--- src/rtl/accum4_sequencer.sv ---
// Batch accumulator: sums NUM_OPS 4-bit two's-complement operands through a ripple adder.
// Latency: out_valid rises the cycle after the last operand is accepted.
// Backpressure: in_ready drops while the result is held; the result waits for out_ready.
// Optional build macro ACCUM4_SATURATE_EN clamps the total on signed overflow instead of wrapping.
module accum4_sequencer #(
  parameter int NUM_OPS = 4,
  parameter int CNT_W   = 4
) (
  input  logic             clk,
  input  logic             rst_n,
  input  logic             clr,
  input  logic             in_valid,
  output logic             in_ready,
  input  logic [3:0]       in_data,
  output logic             out_valid,
  input  logic             out_ready,
  output logic [3:0]       out_sum,
  output logic             out_carry,
  output logic             out_overflow,
  output logic [CNT_W-1:0] out_count
);

  typedef enum logic [1:0] {
    IDLE  = 2'd0,
    ACCUM = 2'd1,
    HOLD  = 2'd2
  } state_e;

  localparam logic [CNT_W-1:0] LAST_CNT = CNT_W'(NUM_OPS);

  state_e           state_q, state_d;
  logic             alive_q, alive_d;
  logic [3:0]       acc_q, acc_d;
  logic             carry_q, carry_d;
  logic             ovf_q, ovf_d;
  logic [CNT_W-1:0] cnt_q, cnt_d;

  logic             accept;
  logic             done;
  logic [CNT_W-1:0] cnt_inc;

  logic [4:0]       rc;
  logic [3:0]       add_s;
  logic             add_c;
  logic             add_v;
  logic [3:0]       acc_load;

  // Four full adders chained on the carry; must settle within one clk period.
  assign rc[0] = 1'b0;
  for (genvar i = 0; i < 4; i++) begin : g_fa
    assign add_s[i]  = acc_q[i] ^ in_data[i] ^ rc[i];
    assign rc[i+1]   = (acc_q[i] & in_data[i]) | (rc[i] & (acc_q[i] ^ in_data[i]));
  end
  assign add_c = rc[4];
  assign add_v = (acc_q[3] == in_data[3]) & (add_s[3] != acc_q[3]);

`ifdef ACCUM4_SATURATE_EN
  assign acc_load = add_v ? (acc_q[3] ? 4'b1000 : 4'b0111) : add_s;
`else
  assign acc_load = add_s;
`endif

  assign accept  = in_valid & in_ready;
  assign done    = out_valid & out_ready;
  assign cnt_inc = cnt_q + CNT_W'(1);

  always_ff @(posedge clk or negedge rst_n) begin
    if (!rst_n) begin
      state_q <= IDLE;
      alive_q <= 1'b0;
      acc_q   <= 4'b0;
      carry_q <= 1'b0;
      ovf_q   <= 1'b0;
      cnt_q   <= '0;
    end else begin
      state_q <= state_d;
      alive_q <= alive_d;
      acc_q   <= acc_d;
      carry_q <= carry_d;
      ovf_q   <= ovf_d;
      cnt_q   <= cnt_d;
    end
  end

  // clr outranks both an operand accept and a result handshake.
  always_comb begin
    state_d = state_q;
    if (clr) begin
      state_d = IDLE;
    end else begin
      unique case (state_q)
        IDLE, ACCUM: if (accept) state_d = (cnt_inc == LAST_CNT) ? HOLD : ACCUM;
        HOLD:        if (done)   state_d = IDLE;
        default:     state_d = IDLE;
      endcase
    end
  end

  always_comb begin
    in_ready     = alive_q & (state_q != HOLD);
    out_valid    = (state_q == HOLD);
    out_sum      = acc_q;
    out_carry    = carry_q;
    out_overflow = ovf_q;
    out_count    = cnt_q;
  end

  always_comb begin
    alive_d = 1'b1;
    acc_d   = acc_q;
    carry_d = carry_q;
    ovf_d   = ovf_q;
    cnt_d   = cnt_q;
    if (clr || done) begin
      acc_d   = 4'b0;
      carry_d = 1'b0;
      ovf_d   = 1'b0;
      cnt_d   = '0;
    end else if (accept) begin
      acc_d   = acc_load;
      carry_d = carry_q | add_c;
      ovf_d   = ovf_q | add_v;
      cnt_d   = cnt_inc;
    end
  end

endmodule

--- config.mk ---
export PLATFORM = sky130hd
export DESIGN_NAME = accum4_sequencer
export DESIGN_NICKNAME = d
export VERILOG_FILES = /design/src/rtl/accum4_sequencer.sv
export SDC_FILE = /design/constraint.sdc
export NUM_CORES = 1
export LEC_CHECK = 0
export ABC_AREA = 0
export CAP_MARGIN = 20
export CORE_MARGIN = 3
export CORE_UTILIZATION = 40
export DETAILED_ROUTE_END_ITERATION = 12
export PLACE_DENSITY_LB_ADDON = 0.1
export SYNTH_ARGS = -nofsm -noshare
export SYNTH_HDL_FRONTEND = slang
export SYNTH_SLANG_ARGS = --single-unit
--- constraint.sdc ---
create_clock -name clk -period 5.46 [get_ports clk]
set_clock_uncertainty 0.1 [all_clocks]
set_input_delay 1.092 -clock clk [delete_from_list [all_inputs] [get_ports clk]]
set_output_delay 1.092 -clock clk [all_outputs]
set_load 0.005 [all_outputs]
Word-level counts from Yosys, hierarchy flattened
Index checks and enable logic that the tools add are counted.

word-level totals
  register bits = 13
  bits of input ports = 9
  output and inout bits = 12
  logic and storage cells = 56

operators by class
  add/subtract/negate cells = 1
  equality and inequality tests = 8
  muxes and demuxes = 13
  bitwise gates (word level) = 23
  reduce and logical (&&, ||, !) cells = 5

operators with widths
  operator                                                         count
  4-bit two-way mux                                                4
  1-bit AND                                                        11
  2-bit two-way mux                                                4
  1-bit XOR                                                        7
  1-bit bitwise OR                                                 5
  4-bit by 1-bit adder with 4-bit output, second input constant    1
  4-bit by 3-bit == test with 1-bit output, second input constant  1
  1-bit two-way mux                                                4
  2-bit one-hot mux with 2 select lines                            1
  3-bit by 2-bit != test with 1-bit output, second input constant  1
  3-bit != test, second input constant                             1
  2-bit by 1-bit == test with 1-bit output, second input constant  1
  2-bit == test, second input constant                             1
  2-bit logical NOT                                                1
  2-bit != test, second input constant                             1
  2-bit AND reduction                                              1
  2-bit nonzero test                                               1
  2-bit OR reduction                                               1
  1-bit == test                                                    1
  1-bit logical OR                                                 1
  1-bit != test                                                    1

Depth between registers and ports, before layout
Gate-level depths: netlist (run 1).

  depth in word-level cells = 11
  mapped depth = 8
  depth with buffers taken out = 8

Worst setup path before layout (run 1)
OpenSTA, ideal clock, no wires.

  path kind = input to register
  from = input port in_data[0]
  to = register ovf_q (netlist: out_overflow)
  library setup time = 0.065 ns
  arrival time = 2.724 ns
  required time = 5.295 ns
  setup slack = 2.572 ns
  stages on the path = 8
  buffers on the path = 0
  cell sequence = ha_1 -> fa_1 -> inv_1 -> fa_1 -> fa_1 -> xor2_1 -> nor4_1 -> o21a_1

between the ends
  longest elaborated chain between the ends = 11

RTL lines
  item                    line  source
  from (decl)             14    input logic [3:0] in_data,
  1-bit AND (2 in a row)  52    assign rc[i+1] = (acc_q[i] & in_data[i]) | (rc[i] & (acc_q[i] ^ in_data[i]));
  1-bit bitwise OR        52
  1-bit AND               52
  1-bit bitwise OR        52
  1-bit XOR               51    assign add_s[i] = acc_q[i] ^ in_data[i] ^ rc[i];
  1-bit != test           55    assign add_v = (acc_q[3] == in_data[3]) & (add_s[3] != acc_q[3]);
  1-bit AND               55
  1-bit bitwise OR        122   ovf_d = ovf_q | add_v;
  1-bit two-way mux       119   end else if (accept) begin
  1-bit two-way mux       114   if (clr || done) begin
  to (signal assigned)    80    ovf_q <= ovf_d;
  to (decl)               35    logic ovf_q, ovf_d;

No other way between the ends. The select of a mux whose other input is x is not followed.
A chain may end at the register's enable or synchronous reset.

Worst setup path in the final report (run 1)
Ends and elaborated chain as after synthesis.

==> results.toml, run 1 <==
[status]
status = "finished, final reports clean"

[power_and_ir_drop]
switching_share_pct = 25.07
ir_drop_mv = 0.1162
p_clk_share_pct = 29.9
leakagePower_nw = 0.3979
power_frac_comb_pct = 17.5
p_sw_w = 0.00004939
seq_power_share_pct = 52.6
p_int_w = 0.0001477
cellPowerDensity_nw_per_um2 = 205.3

[detailed_routing]
dr.pass1.iters = 4
drc = 0
vias = 599
drt_wl_total_um = 1445
drt_iter0_markers = 6
final_antenna_net_count = 0
viasPerCell = 5.164
detail_route.wl_per_cell_um = 12.46

[timing]
hold_violations = 0
slew-limit-headroom_pct = 61.36
rsz0062_at_grt = "false"
setup_viol = 0
slew_violations = 0
tightest_slew_ns = 0.5778
fin_crit_sh_pct = 57.18
finalWorstPathRequiredPeriod_ns = 3.122
max_freq_mhz = 320.3
tns_ns = 0

[global_route]
grt_pass1_vias = 571
grt-ovfl-total = 0
grt_usage_pct = 14.38
grt_pass1_wl_um = 2697
grt_max_degree = 17
antenna_found_initial = 0

[final_layout]
drive_gt1_share_pct = 4.348
areaGrowthSynthToFinish_pct = 32.01
stdcell_count = 116
fill_cells = 147
utilization_pct = 59.55
finalNetCount = 108
num_antenna_cells = 0

[worst_setup_path]
arrival_ns = 3.19
critPathKind = "in2reg"
critPathLaunchType = "input port"
required_ns = 5.52
critPathMaxFanout = 2
reg2reg_depth = 8
end_kind = "flop"

[synthesis]
synth_common_cells = "dfrtp_1, a21oi_1, inv_1"
syn_nets = 87
synthArstFlopShare_pct = 100.0
ys_seq_area_share_pct = 44.75
synth_top_area_share_pct = 44.75
synth.distinct_cells = 29
synthCells = 72
syn_area_um2 = 726.9
avgSynthCellArea_um2 = 10.10
netlist_top_cells_area = "dfrtp_1, fa_1, a21oi_1"
ys_seq_elements = 13
synth_edf_count = 0
synth-main-ff-cell = "dfrtp_1"
synth_warnings = 0
yosysTopAreaCell = "dfrtp_1"
yosysMostFrequentCell = "dfrtp_1"

[hold_path]
hold_path_depth = 1
hold_class = "reg2reg"

[floorplan]
fp.dieArea_um2 = 2365
dieHeight_um = 48.63
die_width_um = 48.63
start_util_pct = 45.11
ios = 21
fp.coreArea_um2 = 1612
rows = 14

[clock_tree]
cts_tree = "built"
ctsHoldBuffers = 0
clk_latency_ns = 0.27
post_cts_buffers = 0
root_buffer = "clkbuf_4"
cts_buffers = 3
cts.reportedPaths.clkPinSlew_ns = 0.07
clockBufferDepth = 2
clock-sinks = 13
cts_max_level = 1
cts_resized = 0

[placement]
io_buffers = 20
gp_congestion = 0.7299
dp.cells = 112
hpwl_um = 1114

[job]
drv_cap = 0
==> stage by stage <==
| stage | total power [W] | setup WS [ns] | hold WS, ns | area [um^2] |
|---|---|---|---|---|
| after floorplan | 0.0001211 | 2.572 | 0.3323 | 726.9 |
| after global placement | 0.0001401 | 2.042 | 0.3566 | 933.4 |
| after detailed placement | 0.0001409 | 2.030 | 0.3623 | 933.4 |
| after CTS | 0.0002003 | 2.326 | 0.3731 | 959.7 |
| after global routing | 0.0002111 | 2.202 | 0.3960 | 959.7 |
| final | 0.0001970 | 2.338 | 0.3708 | 959.7 |
==> cells by family after synthesis <==
group                      Yosys count  share of synthesized area (%)
AOI/OAI and AO/OA                   23                          19.28
and+or+nand+nor                     17                          13.60
DFF                                 13                          44.75
buffers and inverters               11                          7.229
adders and majority gates            6                          13.43
xor gates and xnor gates             1                          1.205
other                                1                         0.5159
==> state kept, by name, summed over array words and instances, names as in the netlist <==
| signal | cells |
|---|---|
| out_carry | 1 |
| out_overflow | 1 |
| alive_q | 1 |
| out_sum | 4 |
| out_count | 4 |
| state_q | 2 |
==> layout make-up <==
| cell class | count | area (um^2) | area share [%] |
|---|---|---|---|
| Inverter | 7 | 28.78 | 2.999 |
| Tap cell | 24 | 30.03 | 3.129 |
| Sequential cell | 13 | 325.3 | 33.90 |
| Clock buffer | 4 | 26.28 | 2.738 |
| Multi-Input combinational cell | 48 | 349.1 | 36.38 |
| Timing Repair Buffer | 20 | 200.2 | 20.86 |
==> power groups by stage <==
stage,sequential (W),combinational (W),clock (W)
2_1_floorplan,0.000105,0.0000157,0
3_3_place_gp,0.000105,0.0000346,0
3_5_place_dp,0.000106,0.0000352,0
4_1_cts,0.000104,0.0000354,0.0000612
5_1_grt,0.000105,0.0000395,0.0000670
6_report,0.000104,0.0000344,0.0000590
==> layer usage <==
layer,routed length [um],GRT usage (%),vias to the layer above
met2,706,23.08,15
met1,637,18.41,287
li1,-,-,295
met5,0,0,-
met3,90,5.521,2
met4,11,2.844,0
==> worst max-delay path, cell delays in order <==
cell and delay, ns:
clkdlybuf4s50_1 0.46, ha_1 0.15, fa_1 0.16, inv_1 0.04, fa_1 0.37, fa_1 0.53
xor2_1 0.15, nor4_1 0.06, o21a_1 0.17
==> cell usage in the layout (no fill, tap or decap) <==
| master | n |
|---|---|
| ha_1 | 3 |
| a21o_1 | 1 |
| or4_1 | 2 |
| o32a_1 | 1 |
| o21ai_0 | 5 |
| or3_1 | 2 |
| clkbuf_4 | 3 |
| nor4_1 | 1 |
| dfrtp_1 | 13 |
| nand3_1 | 4 |
| a311oi_1 | 1 |
| a21oi_1 | 9 |
| a31oi_1 | 1 |
| inv_4 | 1 |
| o31ai_1 | 2 |
| nor2_1 | 1 |
| clkbuf_1 | 1 |
| nand2b_1 | 1 |
| fa_1 | 3 |
| inv_1 | 6 |
| xor2_1 | 1 |
| o21a_1 | 2 |
| a21boi_0 | 1 |
| conb_1 | 1 |
| or3b_1 | 1 |
| and2_1 | 2 |
| clkdlybuf4s50_1 | 20 |
| nand2_1 | 1 |
| nor3_1 | 2 |
==> path summary, 6_finish.rpt <==
kind                            startpoint           end  slack (ns)
worst max-delay path            in_data[0]  out_overflow        2.34
worst min-delay path            state_q[1]    state_q[0]        0.37
worst max register to register  out_sum[0]  out_overflow        3.21
worst min register to register  state_q[1]    state_q[0]        0.37
max in group asynchronous            rst_n     out_carry        3.80
min in group asynchronous            rst_n    out_sum[2]        1.08
Power figures use the tool's default switching activity.
==> inputs of run 2 (changes only) <==
clock period = 2.6 ns   (was 5.46 ns; I/O delays follow)
==> run 2 against run 1 <==
Effect of this change: total power grew 110%; design area grew 2.1%; sequential share of layout area shrank 0.69 points; utilization grew 1.2 points; combinational power grew 130%; sequential power grew 110%; critical endpoint unchanged.
==> results.toml, run 2 (synthesis gave the netlist of run 1 again) <==
[status]
status = "finished, final reports clean"

[clock_tree]
root_buffer = "clkbuf_4"
ctsHoldBuffers = 0
cts.reportedPaths.clkPinSlew_ns = 0.08
clk_latency_ns = 0.27
cts_max_level = 1
cts_buffers = 3
clockBufferDepth = 2
cts_tree = "built"
clock-sinks = 13

[timing]
finalWorstPathRequiredPeriod_ns = 2.414
fin_crit_sh_pct = 92.86
slew-limit-headroom_pct = 60.87
hold_violations = 0
rsz0062_at_grt = "false"
tns_ns = 0
slew_violations = 0
tightest_slew_ns = 0.5852
max_freq_mhz = 414.2
setup_viol = 0
worst_slack_ns = 0.1856

[final_layout]
final_common_cell = "clkdlybuf4s50_1"
drive_gt1_share_pct = 9.677
layout_common_cells = "clkdlybuf4s50_1, dfrtp_1, a21oi_1"
areaGrowthSynthToFinish_pct = 34.77
finalNetCount = 109
num_antenna_cells = 0

[floorplan]
die_width_um = 48.63
ios = 21
fp.dieArea_um2 = 2365
rows = 14
fp.coreArea_um2 = 1612
dieHeight_um = 48.63
start_util_pct = 45.11

[global_route]
grt-ovfl-total = 0
grt_max_degree = 17
grt_pass1_vias = 571
grt_usage_pct = 14.38
grt_pass1_wl_um = 2697
antenna_found_initial = 0

[hold_path]
holdCritStartpoint = "state_q[1]"
hold_class = "reg2reg"

[detailed_routing]
final_antenna_net_count = 0
drt_wl_total_um = 1494
drt_iter0_markers = 6
viasPerCell = 5.137
drc = 0
vias = 601
dr.pass1.iters = 4
detail_route.wl_per_cell_um = 12.77

[placement]
dp_slack_ns = -0.2576
gp_congestion = 0.7298
io_buffers = 20
hpwl_um = 1114

[power_and_ir_drop]
leakagePower_nw = 0.4174
cellPowerDensity_nw_per_um2 = 429.0
ir_drop_mv = 0.2592

[worst_setup_path]
critPathMaxFanout = 3
critPathLaunchType = "flop"
arrival_ns = 2.53
timing.rr.start = "out_sum[0]"
end_kind = "flop"
startpoint = "out_sum[0]"
required_ns = 2.71
critPathKind = "reg2reg"

[job]
drv_cap = 0
==> run 2: cell types whose count changed in the layout (fill, tap and decap cells not counted), sizes merged <==
cell	change
dlymetal6s2s	+2
buf	+1
clkdlybuf4s50	-2
==> run 2: layout make-up <==
type	instances	area, um^2
well taps	24	30.03
inverters	7	28.78
clock buffers	4	26.28
repair buffers	21	212.7
multi-input cells	48	356.6
fillers	145	631.9
flip-flops and latches	13	325.3
==> run 2: worst paths after layout <==
kind / cells after the start / end / slack, ns
setup reg to reg: 8 / out_overflow / 0.19
hold reg to reg: 1 / state_q[0] / 0.38
setup / recovery: 8 / out_overflow / 0.19
min in group asynchronous: 1 / out_sum[2] / 0.51
max in group asynchronous: 1 / out_carry / 1.50
hold / removal: 1 / state_q[0] / 0.38
==> run 2: repair_timing <==
action | CTS | global route
endpoints found under the setup margin | 0 | 1
resized for setup | 0 | 6
setup buffers | 0 | 1
==> run 2: routing by layer <==
layer	wire length (um)	up-vias	global-route usage, %	part of all wire (%)
met2	745	16	23.08	50
met3	100	2	5.521	6.7
met1	636	286	18.41	43
li1	-	297	-	-
met4	11	0	2.844	0.74
met5	0	-	0	0
==> run 2: stage by stage <==
stage,instances,power [W],hold WS [ns],cell area (um^2),util [%]
2_1_floorplan,72,0.0002544,0.1244,726.9,-
3_3_place_gp,112,0.0002942,0.3566,933.4,57.92
3_5_place_dp,112,0.0002958,0.3623,933.4,57.92
4_1_cts,116,0.0004206,0.3731,959.7,59.55
5_1_grt,117,0.0004487,0.3960,979.7,60.79
6_report,117,0.0004203,0.3783,979.7,60.79
==> run 2: worst max-delay path, cell delays in order (launching register included) <==
cell and delay [ns]:
dfrtp_1 0.40, ha_2 0.19, fa_2 0.38, inv_2 0.06, fa_2 0.19, fa_1 0.45
xor2_1 0.16, nor4_1 0.26, o21a_1 0.16
==> run 2: power by group <==
part	internal (W)	total (W)	switching, W
Sequential	0.000211	0.000218	0.00000732
Clock	0.0000594	0.000124	0.0000650
Combinational	0.0000441	0.0000781	0.0000341
==> variant 1: new RTL, config.mk and constraints of run 2 <==
Set the parameter `CNT_W` to 6 (it was 4).
--- a/src/rtl/accum4_sequencer.sv
+++ b/src/rtl/accum4_sequencer.sv
@@ -5,5 +5,5 @@
 module accum4_sequencer #(
   parameter int NUM_OPS = 4,
-  parameter int CNT_W   = 4
+  parameter int CNT_W   = 6
 ) (
   input  logic             clk,
Interface: changed (resized out_count); port bits go from 21 to 23. The function was not compared with the original's and may differ.
==> variant 1 against run 2 <==
- total power increased by 10%
- cell area grew 16%
- first-iteration DRC count increased to 3.7 times the old value
- synthesized area up 18%
- routed wire length increased by 18%
- sequential share of layout area is 0.17 points lower
- setup slack worse by 0.036 ns
- sequential cell count is 2 higher
- largest cell class unchanged
- highest routed layer unchanged
==> variant 1: results (changes against run 2) <==
| Metric | Value |
|---|---|
| Hold endpoint | out_overflow$_DFFE_PN0P_ |
| Largest net degree at the start of global routing | 20 (+3) |
| Highest Signal Layer | met4 |
| Routability-driven placement congestion ratio | 0.724 (-0.84%) |
| Sequential share of the synthesized area | 43.9% (-0.83 points) |
| Net Sw Frac | 26.4% (+1.1 points) |
| Crit start category | flip-flop |
| IO Port Bufs | 22 (+10%) |
| GR Layer Usage met2 | 23.4% (+0.35 points) |
| Reg2Reg Setup Slack | 0.15 ns (-0.04 ns) |
| Mux cell area share after synthesis | 2.34% (+2.3 points) |
| Number of global-route vias before repair | 717 (+26%) |
| RR Endpoint | out_overflow$_DFFE_PN0P_ |
| R2R depth | 8 (unchanged) |
| Met2 wire len | 786 um (+5.5%) |
| Top cells by area, synth | dfrtp_1 (44%), fa_1 (7.0%), a21oi_1 (5.9%) |
| Final nets | 127 (+17%) |
| Yosys warns | 0 (unchanged) |
| M1 wire length | 897 um (+41%) |
| ANT cells | 0 (unchanged) |
| Area share of xor/xnor cells in the synthesized design | 1.02% (-0.18 points) |
| Met3 wire len | 72 um (-28%) |
| Met1 GRT Util | 21.6% (+3.1 points) |
| Total chip power | 0.000463 W (+10%) |
| Sequential share of power | 53.9% (+2.1 points) |
| HPWL after detailed placement | 1250 um (+12%) |
| Compound-gate portion of the synthesized area | 14.5% (-4.8 points) |
| Number of vias per cell | 5.02 (-2.2%) |
| DRT iter0 DRCs | 22 (+16) |
| Worst path max stage delay | 0.45 ns (about the same) |
| Layout cells sized above 1 | 9.91% (+0.23 points) |
| Crit path arrival time | 2.57 ns (+0.04 ns) |
| Post-synth top cells | dfrtp_1 (15), a21oi_1 (10), inv_1 (8), nand3_1 (8), o21ai_0 (5) |
| Clock latency on the worst-skew pair | 0.28 ns |
| # fillers | 169 (+17%) |
| Syn nets | 103 (+18%) |
| Min-delay src | out_overflow$_DFFE_PN0P_ |
| Post-synthesis cell type count | 28 (-3.4%) |
| HP Class | reg -> reg |
| CP Capture Type | flip-flop |
| Detailed Route WL | 1760 um (+18%) |
| Leakage power | 0.475 nW (+14%) |
| VDD IR-drop max | 0.000278 V (+7.1%) |
| Max FFs per register | 6 |
| Synth Area in Adders | 11.4% (-2.0 points) |
| First-pass GRT wire length | 3170 um (+17%) |
| Result of the run | finished clean |
| GRT Util Overall | 15.5% (+1.1 points) |
| Gate power share | 16.6% (-2.0 points) |
| Placed cell areas | 1100 sq um (+17%) |
| GR met3 Demand/Resource | 3.99% (-1.5 points) |
| Clk pin slew, worst setup/hold paths | 0.10 ns (+0.02 ns) |
| WHS | 0.394 ns (+0.0157 ns) |
| Slew margin rel. | 53.3% (-7.6 points) |
| Max clock buf depth | 2 (unchanged) |
[variant 1: cell count changes in the layout (fill, tap and decap cells not counted), sizes merged, moves of 2 or more]
cell           change
clkdlybuf4s50      +2
dfrtp              +2
inv                +2
mux2i              +2
nand2              +3
nand3              +4
nand3b             +2
nor4               +3
[variant 1: layout make-up]
type,count,area (sq um),area share (%)
clock buffers,3,22.5,1.98
multi-input cells,61,438,38.5
inverters,9,36.3,3.19
well taps,27,33.8,2.97
repair buffers,22,225,19.8
flip-flops and latches,15,375,33.0
clock inverters,1,5.00,0.441
[variant 1: metrics by stage]
stage / worst slack (ns) / std cells / util, %
after detailed placement: -0.272 / 134 / 54.8
final: 0.150 / 138 / 56.8
after global placement: -0.259 / 134 / 54.8
after floorplan: 0.283 / 88 / -
after CTS: 0.0238 / 138 / 56.1
after global routing: -0.0121 / 138 / 56.8
[variant 1: timing repair]
item,in CTS,in global routing
endpoints found under the setup margin,0,1
buffers inserted,0,0
gates resized for setup,0,6
==> variant 2: new RTL, settings of run 2 <==
Without the edit above. Encoding of `state_e`: now one-hot (3 bits for 3 states).
--- a/src/rtl/accum4_sequencer.sv
+++ b/src/rtl/accum4_sequencer.sv
@@ -21,8 +21,8 @@
 );
 
-  typedef enum logic [1:0] {
-    IDLE  = 2'd0,
-    ACCUM = 2'd1,
-    HOLD  = 2'd2
+  typedef enum logic [2:0] {
+    IDLE  = 3'b001,
+    ACCUM = 3'b010,
+    HOLD  = 3'b100
   } state_e;
 
Behaviour: same outputs for any inputs over 10 cycles, from zero or initial values and one cycle with rst_n low; not proved beyond that.
==> variant 2 against run 2 <==
- hold slack improved by 0.025 ns
- clock power rose by 27%
- combinational power rose by 2%
- sequential cell count rose by 1
- total power rose by 13%
- critical endpoint unchanged
- critical path type unchanged
- routed wire length rose by 14%
- non-clock buffer count rose by 1
- highest routed layer unchanged
- critical path depth did not move
- synthesized area rose by 12%
- cell area rose by 11%
- setup slack got worse by 0.048 ns
==> variant 2: results (changes against run 2) <==
| Metric | Value |
|---|---|
| Post-synthesis cell type count | 33 (+14%) |
| First-pass GRT wire length | 3060 um (+14%) |
| IO Port Bufs | 20 (unchanged) |
| Post-route insts no fill | 127 (+8.5%) |
| Reg2Reg Setup Slack | 0.14 ns (-0.05 ns) |
| Result of the run | finished clean |
| Hold endpoint | out_overflow$_DFFE_PN0P_ |
| Min-delay src | out_overflow$_DFFE_PN0P_ |
| Syn nets | 95 (+9.2%) |
| VDD IR-drop max | 0.000255 V (-1.7%) |
| Routability-driven placement congestion ratio | 0.763 (+4.6%) |
| Crit path arrival time | 2.59 ns (+0.06 ns) |
| Post-synth top cells | dfrtp_1 (13), a21oi_1 (10), inv_1 (6) |
| Synth Instances | 80 (+11%) |
| DRT iter0 DRCs | 13 (+7) |
| GRT Util Overall | 15.5% (+1.1 points) |
| Vias | 672 (+12%) |
| Number of global-route vias before repair | 693 (+21%) |
| Placed cell count | 123 (+9.8%) |
| CTS resizes | 0 (unchanged) |
| Layout cells sized above 1 | 16.7% (+7.0 points) |
| Post-DR wirelength/cell | 13.5 um (+5.4%) |
| HPWL after detailed placement | 1200 um (+7.4%) |
| Slew @ Worst Pin | 0.646 ns (+0.0612 ns) |
| Max clock buf depth | 2 (unchanged) |
| Leakage power | 0.460 nW (+10%) |
-- variant 2: metal layers --
layer	global-route usage [%]	up-vias	part of all wire, %
li1	-	326	-
met1	20.0	324	46
met2	24.7	18	46
met3	4.37	4	6.3
met4	5.38	0	1.3
met5	0	-	0
-- variant 2: logic make-up after synthesis --
family | after synthesis | synth area share [%]
AOI/OAI and AO/OA | 24 | 17.8
adders and majority gates | 6 | 12.0
other | 1 | 0.461
buffers and inverters | 11 | 6.77
and+or+nand+nor | 22 | 17.5
xor gates and xnor gates | 2 | 2.15
DFF | 14 | 43.2
-- variant 2: worst max-delay path by stage --
stage                                     endpoint  slack, ns
after floorplan           out_overflow$_DFFE_PN0P_       0.28
after CTS                 out_overflow$_DFFE_PN0P_       0.02
after global placement    out_overflow$_DFFE_PN0P_      -0.22
after detailed placement  out_overflow$_DFFE_PN0P_      -0.27
final                     out_overflow$_DFFE_PN0P_       0.14
after global routing      out_overflow$_DFFE_PN0P_       0.03
-- variant 2: stage by stage --
| step | hold slack (ns) | cell area (sq um) | setup WS (ns) | total power [W] | TNS, ns |
|---|---|---|---|---|---|
| final | 0.403 | 1080 | 0.138 | 0.000474 | 0 |
| after global routing | 0.416 | 1080 | 0.0290 | 0.000502 | 0 |
| after CTS | 0.414 | 1070 | 0.0209 | 0.000479 | 0 |
| after detailed placement | 0.381 | 1030 | -0.275 | 0.000321 | -0.330 |
| after global placement | 0.386 | 1030 | -0.219 | 0.000320 | -0.291 |
| after floorplan | 0.124 | 813 | 0.284 | 0.000277 | 0 |
-- variant 2: power by group --
group          internal (W)  leakage, nW  total (W)  switching, W
Sequential         0.000228        0.186   0.000237    0.00000955
Clock             0.0000852       0.0210   0.000157     0.0000719
Combinational     0.0000439        0.252  0.0000794     0.0000355
Total              0.000357        0.460   0.000474      0.000117
-- variant 2: layout make-up --
type	count	area, sq um
Fill cell	163	736
Multi-Input combinational cell	55	417
Sequential cell	14	352
Timing Repair Buffer	22	220
Clock buffer	4	36.3
Tap cell	25	31.3
Inverter	7	28.8
-- variant 2: worst reg2reg max path, delay by kind of cell (launching register included) --
kind                     cells  cell delay (ns)
adder cells (fa/ha/maj)      4             1.23
buffers and inverters        1             0.06
flip-flops                   1             0.41
XOR/XNOR                     1             0.16
AND/OR/NAND/NOR              1             0.29
AO/OA/AOI/OAI                1             0.16
